## src/rtl/tl_lamp_guard_pkg.sv

```systemverilog
// Shared definitions for the lamp guard: one-hot light codes, fault cause
// encodings, guard states and a code legality helper.
package tl_pkg;

    localparam logic [2:0] GREEN = 3'b001;
    localparam logic [2:0] AMBER = 3'b010;
    localparam logic [2:0] RED   = 3'b100;
    localparam logic [2:0] OFF   = 3'b000;

    typedef enum logic [1:0] {
        NONE     = 2'b00,
        CONFLICT = 2'b01,
        ILLEGAL  = 2'b10,
        SKIP     = 2'b11
    } cause_t;

    typedef enum logic [1:0] {
        INIT,
        PASS,
        FLASH
    } state_t;

    function automatic logic is_legal(input logic [2:0] code);
        return (code == GREEN) || (code == AMBER) || (code == RED);
    endfunction

endpackage

```

## src/rtl/tl_lamp_guard_if.sv

```systemverilog
// Controller-side bus of the lamp guard: four light codes and the clear
// request in, registered lamp drives and fault status out.
interface tl_lamp_guard_if;

    logic [2:0] light_M1_in;
    logic [2:0] light_M2_in;
    logic [2:0] light_MT_in;
    logic [2:0] light_S_in;
    logic       clear_fault;
    logic [2:0] lamp_M1;
    logic [2:0] lamp_M2;
    logic [2:0] lamp_MT;
    logic [2:0] lamp_S;
    logic       fault;
    logic [1:0] fault_code;
    logic [7:0] fault_count;

    modport master (
        output light_M1_in, light_M2_in, light_MT_in, light_S_in, clear_fault,
        input  lamp_M1, lamp_M2, lamp_MT, lamp_S, fault, fault_code, fault_count
    );

    modport slave (
        input  light_M1_in, light_M2_in, light_MT_in, light_S_in, clear_fault,
        output lamp_M1, lamp_M2, lamp_MT, lamp_S, fault, fault_code, fault_count
    );

endinterface

```

## src/rtl/tl_lamp_guard_conflict_check.sv

```systemverilog
// Combinational safety checks on the current and previous light codes:
// illegal codes, conflicting greens, green-to-red without amber, and the
// prioritised cause (illegal > conflict > skip).
module tl_conflict_check
    import tl_pkg::*;
(
    input  logic [2:0] cur_m1,
    input  logic [2:0] cur_m2,
    input  logic [2:0] cur_mt,
    input  logic [2:0] cur_s,
    input  logic [2:0] prev_m1,
    input  logic [2:0] prev_m2,
    input  logic [2:0] prev_mt,
    input  logic [2:0] prev_s,
    output logic       illegal,
    output logic       conflict,
    output logic       skip,
    output cause_t     cause
);

    logic g_m1, g_m2, g_mt, g_s;

    // Evaluate all flags and pick the highest-priority cause.
    always_comb begin
        g_m1 = (cur_m1 == GREEN);
        g_m2 = (cur_m2 == GREEN);
        g_mt = (cur_mt == GREEN);
        g_s  = (cur_s  == GREEN);

        illegal  = !is_legal(cur_m1) || !is_legal(cur_m2) ||
                   !is_legal(cur_mt) || !is_legal(cur_s);
        // Only {M1,M2}, {M1,MT} and {S} may be green together.
        conflict = (g_m2 && g_mt) || (g_s && (g_m1 || g_m2 || g_mt));
        skip     = ((prev_m1 == GREEN) && (cur_m1 == RED)) ||
                   ((prev_m2 == GREEN) && (cur_m2 == RED)) ||
                   ((prev_mt == GREEN) && (cur_mt == RED)) ||
                   ((prev_s  == GREEN) && (cur_s  == RED));

        cause = NONE;
        if (illegal)       cause = ILLEGAL;
        else if (conflict) cause = CONFLICT;
        else if (skip)     cause = SKIP;
    end

endmodule

```

## src/rtl/tl_lamp_guard.sv

```systemverilog
// Lamp safety guard between the traffic light controller and the lamp
// drivers. Holds all-red at startup, passes codes through with one cycle of
// latency, and latches a fault into flashing amber on a filtered static
// fault or an immediate amber-skip.
// Optional: define TL_GUARD_FAULT_LOG_EN to count trips on fault_count.
module tl_lamp_guard
    import tl_pkg::*;
#(
    parameter int STARTUP_CYCLES = 4,
    parameter int FILTER_CYCLES  = 2,
    parameter int FLASH_HALF     = 1,
    parameter int CNT_W          = 4
)(
    input  logic            clk,
    input  logic            rst,
    tl_lamp_guard_if.slave  bus
);

    localparam logic [CNT_W-1:0] START_LAST  = CNT_W'(STARTUP_CYCLES - 1);
    localparam logic [CNT_W-1:0] FILTER_LAST = CNT_W'(FILTER_CYCLES - 1);
    localparam logic [CNT_W-1:0] HALF_LAST   = CNT_W'(FLASH_HALF - 1);

    state_t           state;
    logic [CNT_W-1:0] cnt;
    logic [CNT_W-1:0] filt_cnt;
    logic             phase_on;
    logic [2:0]       lamp_m1, lamp_m2, lamp_mt, lamp_s;
    logic [2:0]       prev_m1, prev_m2, prev_mt, prev_s;
    logic             fault_q;
    cause_t           code_q;

    logic             illegal, conflict, skip, static_fault, trip;
    cause_t           cause;

    tl_conflict_check u_check (
        .cur_m1   (bus.light_M1_in),
        .cur_m2   (bus.light_M2_in),
        .cur_mt   (bus.light_MT_in),
        .cur_s    (bus.light_S_in),
        .prev_m1  (prev_m1),
        .prev_m2  (prev_m2),
        .prev_mt  (prev_mt),
        .prev_s   (prev_s),
        .illegal  (illegal),
        .conflict (conflict),
        .skip     (skip),
        .cause    (cause)
    );

    // Trip decision: static faults trip once filtered, skips trip at once.
    always_comb begin
        static_fault = illegal || conflict;
        trip         = 1'b0;
        if (state == PASS)
            trip = static_fault ? (filt_cnt == FILTER_LAST) : skip;
    end

    // Guard state machine with registered lamp drives and fault status.
    always_ff @(posedge clk or posedge rst) begin
        if (rst) begin
            state    <= INIT;
            cnt      <= '0;
            filt_cnt <= '0;
            phase_on <= 1'b0;
            lamp_m1  <= RED;
            lamp_m2  <= RED;
            lamp_mt  <= RED;
            lamp_s   <= RED;
            prev_m1  <= RED;
            prev_m2  <= RED;
            prev_mt  <= RED;
            prev_s   <= RED;
            fault_q  <= 1'b0;
            code_q   <= NONE;
        end else begin
            prev_m1 <= bus.light_M1_in;
            prev_m2 <= bus.light_M2_in;
            prev_mt <= bus.light_MT_in;
            prev_s  <= bus.light_S_in;
            case (state)
                INIT: begin
                    {lamp_m1, lamp_m2, lamp_mt, lamp_s} <= {RED, RED, RED, RED};
                    if (cnt == START_LAST) begin
                        state <= PASS;
                        cnt   <= '0;
                    end else begin
                        cnt <= cnt + 1'b1;
                    end
                end
                PASS: begin
                    if (trip) begin
                        {lamp_m1, lamp_m2, lamp_mt, lamp_s} <= {RED, RED, RED, RED};
                        fault_q  <= 1'b1;
                        code_q   <= cause;
                        state    <= FLASH;
                        phase_on <= 1'b1;
                        cnt      <= '0;
                        filt_cnt <= '0;
                    end else if (static_fault) begin
                        {lamp_m1, lamp_m2, lamp_mt, lamp_s} <= {RED, RED, RED, RED};
                        filt_cnt <= filt_cnt + 1'b1;
                    end else begin
                        lamp_m1  <= bus.light_M1_in;
                        lamp_m2  <= bus.light_M2_in;
                        lamp_mt  <= bus.light_MT_in;
                        lamp_s   <= bus.light_S_in;
                        filt_cnt <= '0;
                    end
                end
                FLASH: begin
                    if (bus.clear_fault) begin
                        {lamp_m1, lamp_m2, lamp_mt, lamp_s} <= {RED, RED, RED, RED};
                        fault_q <= 1'b0;
                        code_q  <= NONE;
                        state   <= INIT;
                        cnt     <= '0;
                    end else begin
                        {lamp_m1, lamp_m2, lamp_mt, lamp_s} <= phase_on ?
                            {AMBER, AMBER, AMBER, AMBER} : {OFF, OFF, OFF, OFF};
                        if (cnt == HALF_LAST) begin
                            phase_on <= !phase_on;
                            cnt      <= '0;
                        end else begin
                            cnt <= cnt + 1'b1;
                        end
                    end
                end
                default: state <= INIT;
            endcase
        end
    end

`ifdef TL_GUARD_FAULT_LOG_EN
    logic [7:0] trip_count;

    // Saturating trip counter, cleared only by reset.
    always_ff @(posedge clk or posedge rst) begin
        if (rst)
            trip_count <= '0;
        else if (trip && (trip_count != 8'hFF))
            trip_count <= trip_count + 8'd1;
    end

    assign bus.fault_count = trip_count;
`else
    assign bus.fault_count = '0;
`endif

    assign bus.lamp_M1    = lamp_m1;
    assign bus.lamp_M2    = lamp_m2;
    assign bus.lamp_MT    = lamp_mt;
    assign bus.lamp_S     = lamp_s;
    assign bus.fault      = fault_q;
    assign bus.fault_code = code_q;

endmodule

```

## src/flat_wrapper.sv

```systemverilog
// flat-port wrapper written by rule: the top's interface ports become plain ports
module tl_lamp_guard_flat import tl_pkg::*;
#(
    parameter int STARTUP_CYCLES = 4,
    parameter int FILTER_CYCLES  = 2,
    parameter int FLASH_HALF     = 1,
    parameter int CNT_W          = 4
)
  (clk, rst, bus_light_M1_in, bus_light_M2_in, bus_light_MT_in, bus_light_S_in, bus_clear_fault, bus_lamp_M1, bus_lamp_M2, bus_lamp_MT, bus_lamp_S, bus_fault, bus_fault_code, bus_fault_count);
  tl_lamp_guard_if bus_i ();
  input  logic clk;
  input  logic rst;
  input wire logic [$bits(bus_i.light_M1_in)-1:0] bus_light_M1_in;
  input wire logic [$bits(bus_i.light_M2_in)-1:0] bus_light_M2_in;
  input wire logic [$bits(bus_i.light_MT_in)-1:0] bus_light_MT_in;
  input wire logic [$bits(bus_i.light_S_in)-1:0] bus_light_S_in;
  input wire logic [$bits(bus_i.clear_fault)-1:0] bus_clear_fault;
  output wire logic [$bits(bus_i.lamp_M1)-1:0] bus_lamp_M1;
  output wire logic [$bits(bus_i.lamp_M2)-1:0] bus_lamp_M2;
  output wire logic [$bits(bus_i.lamp_MT)-1:0] bus_lamp_MT;
  output wire logic [$bits(bus_i.lamp_S)-1:0] bus_lamp_S;
  output wire logic [$bits(bus_i.fault)-1:0] bus_fault;
  output wire logic [$bits(bus_i.fault_code)-1:0] bus_fault_code;
  output wire logic [$bits(bus_i.fault_count)-1:0] bus_fault_count;
  assign bus_i.light_M1_in = bus_light_M1_in;
  assign bus_i.light_M2_in = bus_light_M2_in;
  assign bus_i.light_MT_in = bus_light_MT_in;
  assign bus_i.light_S_in = bus_light_S_in;
  assign bus_i.clear_fault = bus_clear_fault;
  assign bus_lamp_M1 = bus_i.lamp_M1;
  assign bus_lamp_M2 = bus_i.lamp_M2;
  assign bus_lamp_MT = bus_i.lamp_MT;
  assign bus_lamp_S = bus_i.lamp_S;
  assign bus_fault = bus_i.fault;
  assign bus_fault_code = bus_i.fault_code;
  assign bus_fault_count = bus_i.fault_count;
  tl_lamp_guard #(.STARTUP_CYCLES(STARTUP_CYCLES), .FILTER_CYCLES(FILTER_CYCLES), .FLASH_HALF(FLASH_HALF), .CNT_W(CNT_W)) u_core (.clk(clk), .rst(rst), .bus(bus_i));
endmodule
```

## config.mk

```make
export PLATFORM = sky130hd
export DESIGN_NAME = tl_lamp_guard_flat
export DESIGN_NICKNAME = d
export VERILOG_FILES = /design/src/rtl/tl_lamp_guard_pkg.sv /design/src/rtl/tl_lamp_guard_if.sv /design/src/rtl/tl_lamp_guard_conflict_check.sv /design/src/rtl/tl_lamp_guard.sv /design/src/flat_wrapper.sv
export SDC_FILE = /design/constraint.sdc
export NUM_CORES = 1
export LEC_CHECK = 0
export CORE_UTILIZATION = 42
export DETAILED_ROUTE_END_ITERATION = 8
export PLACE_DENSITY = 0.77
export SLEW_MARGIN = 20
export SYNTH_ARGS = -nofsm -noshare
export SYNTH_HDL_FRONTEND = slang
export SYNTH_SLANG_ARGS = --single-unit
```

## constraint.sdc

```tcl
create_clock -name clk -period 2.4 [get_ports clk]
set_input_delay 0.24 -clock clk [delete_from_list [all_inputs] [get_ports clk]]
set_output_delay 0.24 -clock clk [all_outputs]
set_load 0.03 [all_outputs]
```

==> impl_results.md <==
* Final period utilization at 91.1%
* Pwr Density at 886 mW/mm^2
* Antenna-violating nets left at 0
* Switch share at 37.0%
* Clock-pin slew on the worst setup and hold paths at 0.08 ns
* Unrepaired setup endpoints after global routing: false
* Largest net degree at the start of global routing at 39
* Initial antenna violation count at 0
* Most used flip-flop cell after synthesis: dfrtp_1
* Type of origin of the critical path: input pin
* Core ar. at 0.00450 sq mm
* Maximum vdd drop at 0.625 mV
* Clock sink total at 38
* Global-route wire length before repair at 7600 microns
* Cell area after layout at 0.00257 sq mm
* Cell count after placement at 290
* Worst EP arrival at 2.37 ns
* Yosys cell types at 50
* Sequential share of power at 38.7%
* Number of synthesized flops with an enable pin at 0
* Commonest cells after routing, fill and taps aside: dfrtp_1, clkdlybuf4s50_1, buf_4
* Most common cell after layout, fill and taps aside: dfrtp_1
* Post-synth ARST share at 100%
* Clk root buf: clkbuf_8
* DRT Wirelength at 4560 microns
* Detailed Routing Iterations Pass 1 at 4
* Area growth syn-to-layout at 26.4%
* Status: complete, no violations
* Mean Syn Cell Area at 10.4 sq um
* FMAX at 458 MHz
* Post-Syn Area at 0.00203 sq mm
* CTS tree: yes
* Setup crit start: bus_light_MT_in[0]
* Power share of the clock group at 20.2%
* Post-CTS Setup Inserts at 0
* Vias in the first global route at 1553
* Yosys reg bits at 38
* Slew Limit Fails at 0
* Post-Syn Instances at 196
* Share of cells above drive strength 1 at 19.5%
* IO Port Bufs at 29
* Worst slew pin tran at 0.578 ns
* Critical path class: input pin to flip-flop
* Sequential element share of the synthesized area at 47.3%
* Max Cap Viol at 0
* Pwr Total at 2.27 mW
* Placement-stage cell area at 0.00247 sq mm
* FP Rows at 24
* Die Ht at 71.5 microns
* Hold WS at 0.356 ns
* GR Overflow Total at 0
* Fillers at 403
* DRC viols at 0
* WL per Instance at 15.3 microns
* # resized after CTS at 0
* Chip width at 71.5 microns
* Post-layout min period at 2.19 ns
* Vias per Instance at 5.48
* NetSw at 842 uW
* TNS Setup at 0 ns
* Detail Placement HPWL at 3500 microns
* Worst flop-to-flop path startpoint: u_core.state[0]
* I/O pin cnt at 38
* Path type of the worst min-delay path: input pin to asynchronous set/reset pin
* Vias at 1633
* CTS Hold Bufs at 0
* R2r setup slk at 0.33 ns
* Antenna Cells at 0
* Post-place setup slack at -0.0766 ns
* Crit end category: flip-flop
* Comb pwr share at 41.2%
* Reg2Reg Depth at 7
* Number of CTS-inserted buffers at 5
* Leak at 1.09 nW
* RR Endpoint: u_core.cnt[2]
* DRT iter0 DRCs at 74
* Crit-path max FO at 9
* Final hold violations at 0
* Internal power at 1.43 mW
* Setup Viol. Count Final at 0
* Clk Latency, worst-skew pair at 0.30 ns
* Setup Skew at 0.00742 ns
* Worst slew margin at 61.1%
* Req. time, crit path at 2.58 ns
* Total track usage at 19.6%
* Post-route insts no fill at 298
* H-Tree Depth at 2
* Layout Nets at 268
* Ys Warns at 0
* Final core occ at 57.0%
* Critical path destination: u_core.bus.fault_code[0]
* Initial core utilization at 45.1%
* Die area at 0.00512 sq mm
* Setup WS post-layout at 0.214 ns
* Routability cong. at 0.822
* Clock Path Buffers at 2
==> sequential cells by signal, indices dropped and copies added, names as in the netlist <==
| name | cells |
|---|---|
| u_core.bus.fault | 1 |
| u_core.bus.fault_code | 2 |
| u_core.bus.lamp_M1 | 3 |
| u_core.bus.lamp_M2 | 3 |
| u_core.bus.lamp_MT | 3 |
| u_core.bus.lamp_S | 3 |
| u_core.cnt | 4 |
| u_core.filt_cnt | 4 |
| u_core.phase_on | 1 |
| u_core.prev_m1 | 3 |
| u_core.prev_m2 | 3 |
| u_core.prev_mt | 3 |
| u_core.prev_s | 3 |
| u_core.state | 2 |
==> power by group through the flow <==
stage / logic [mW] / registers [mW] / clock network (mW)
6_report: 0.937 / 0.879 / 0.458
5_1_grt: 1.03 / 0.897 / 0.490
4_1_cts: 0.938 / 0.880 / 0.460
3_5_place_dp: 0.935 / 0.890 / 0
3_3_place_gp: 0.915 / 0.888 / 0
2_1_floorplan: 0.560 / 0.956 / 0
==> cells by family (layout without fill, tap and decap cells) <==
family,Yosys count,after routing,synth area share [%]
compound gates,40,40,13.7
xor+xnor,2,2,0.863
fa+ha+maj,8,8,4.93
buf+inv,22,65,6.16
flops,38,38,47.3
mux,6,6,3.02
other cells,1,8,0.185
simple gates,79,79,23.8
==> area by class of cell <==
class                   count  area (sq um)  share of cell area, %
repair buffers             51           455                   17.7
flip-flops and latches     38           961                   37.4
clock buffers               7          86.3                   3.36
clock inverters             1          5.00                  0.195
multi-input cells         143           971                   37.8
inverters                   6          22.5                  0.878
well taps                  52          65.1                   2.54
==> cells in the mapped netlist, types with 3 or more instances <==
library cell	instances	area share, %
dfrtp_1	30	37
nand2_1	15	2.8
nor2_1	12	2.2
o21ai_0	10	2.5
buf_4	9	3.3
dfstp_2	8	10
ha_1	8	4.9
nor2b_1	8	2.5
a22oi_1	7	2.6
inv_1	6	1.1
nand3_1	6	1.5
nor3_1	6	1.5
clkbuf_1	5	0.92
mux2i_1	5	2.5
nand2b_1	5	1.5
a21oi_1	4	0.99
o41ai_1	4	1.7
nand3b_1	3	1.1
nand4_1	3	0.92
or3_1	3	0.92
==> layer usage <==
metal  vias to the layer above  global-route usage, %  share of wire (%)
li1                        793                      -                  -
met2                        33                   29.7                 45
met3                         8                   3.38                3.8
met5                         -                      0                  0
met4                         0                   6.75                1.5
met1                       799                   28.6                 50
==> worst max-delay path, cell delays in order <==
cell and delay, ns:
clkdlybuf4s50_1 0.49, buf_4 0.19, nor4b_2 0.25, nand3b_1 0.13, and4_4 0.21, and4_4 0.22
or3_1 0.41, a32o_1 0.23
==> how the worst min path moves through the flow <==
stage / startpoint / endpoint / slack, ns
finish: rst / u_core.filt_cnt[0] / 0.36
global route: rst / u_core.prev_mt[0] / 0.43
CTS: rst / u_core.state[0] / 0.37
detailed placement: u_core.bus.lamp_S[0] / u_core.bus.lamp_S[0] / 0.48
global placement: u_core.bus.lamp_S[0] / u_core.bus.lamp_S[0] / 0.47
floorplan: bus_light_M1_in[2] / u_core.prev_m1[2] / 0.24
No activity file was read; power rests on OpenSTA's default activity.
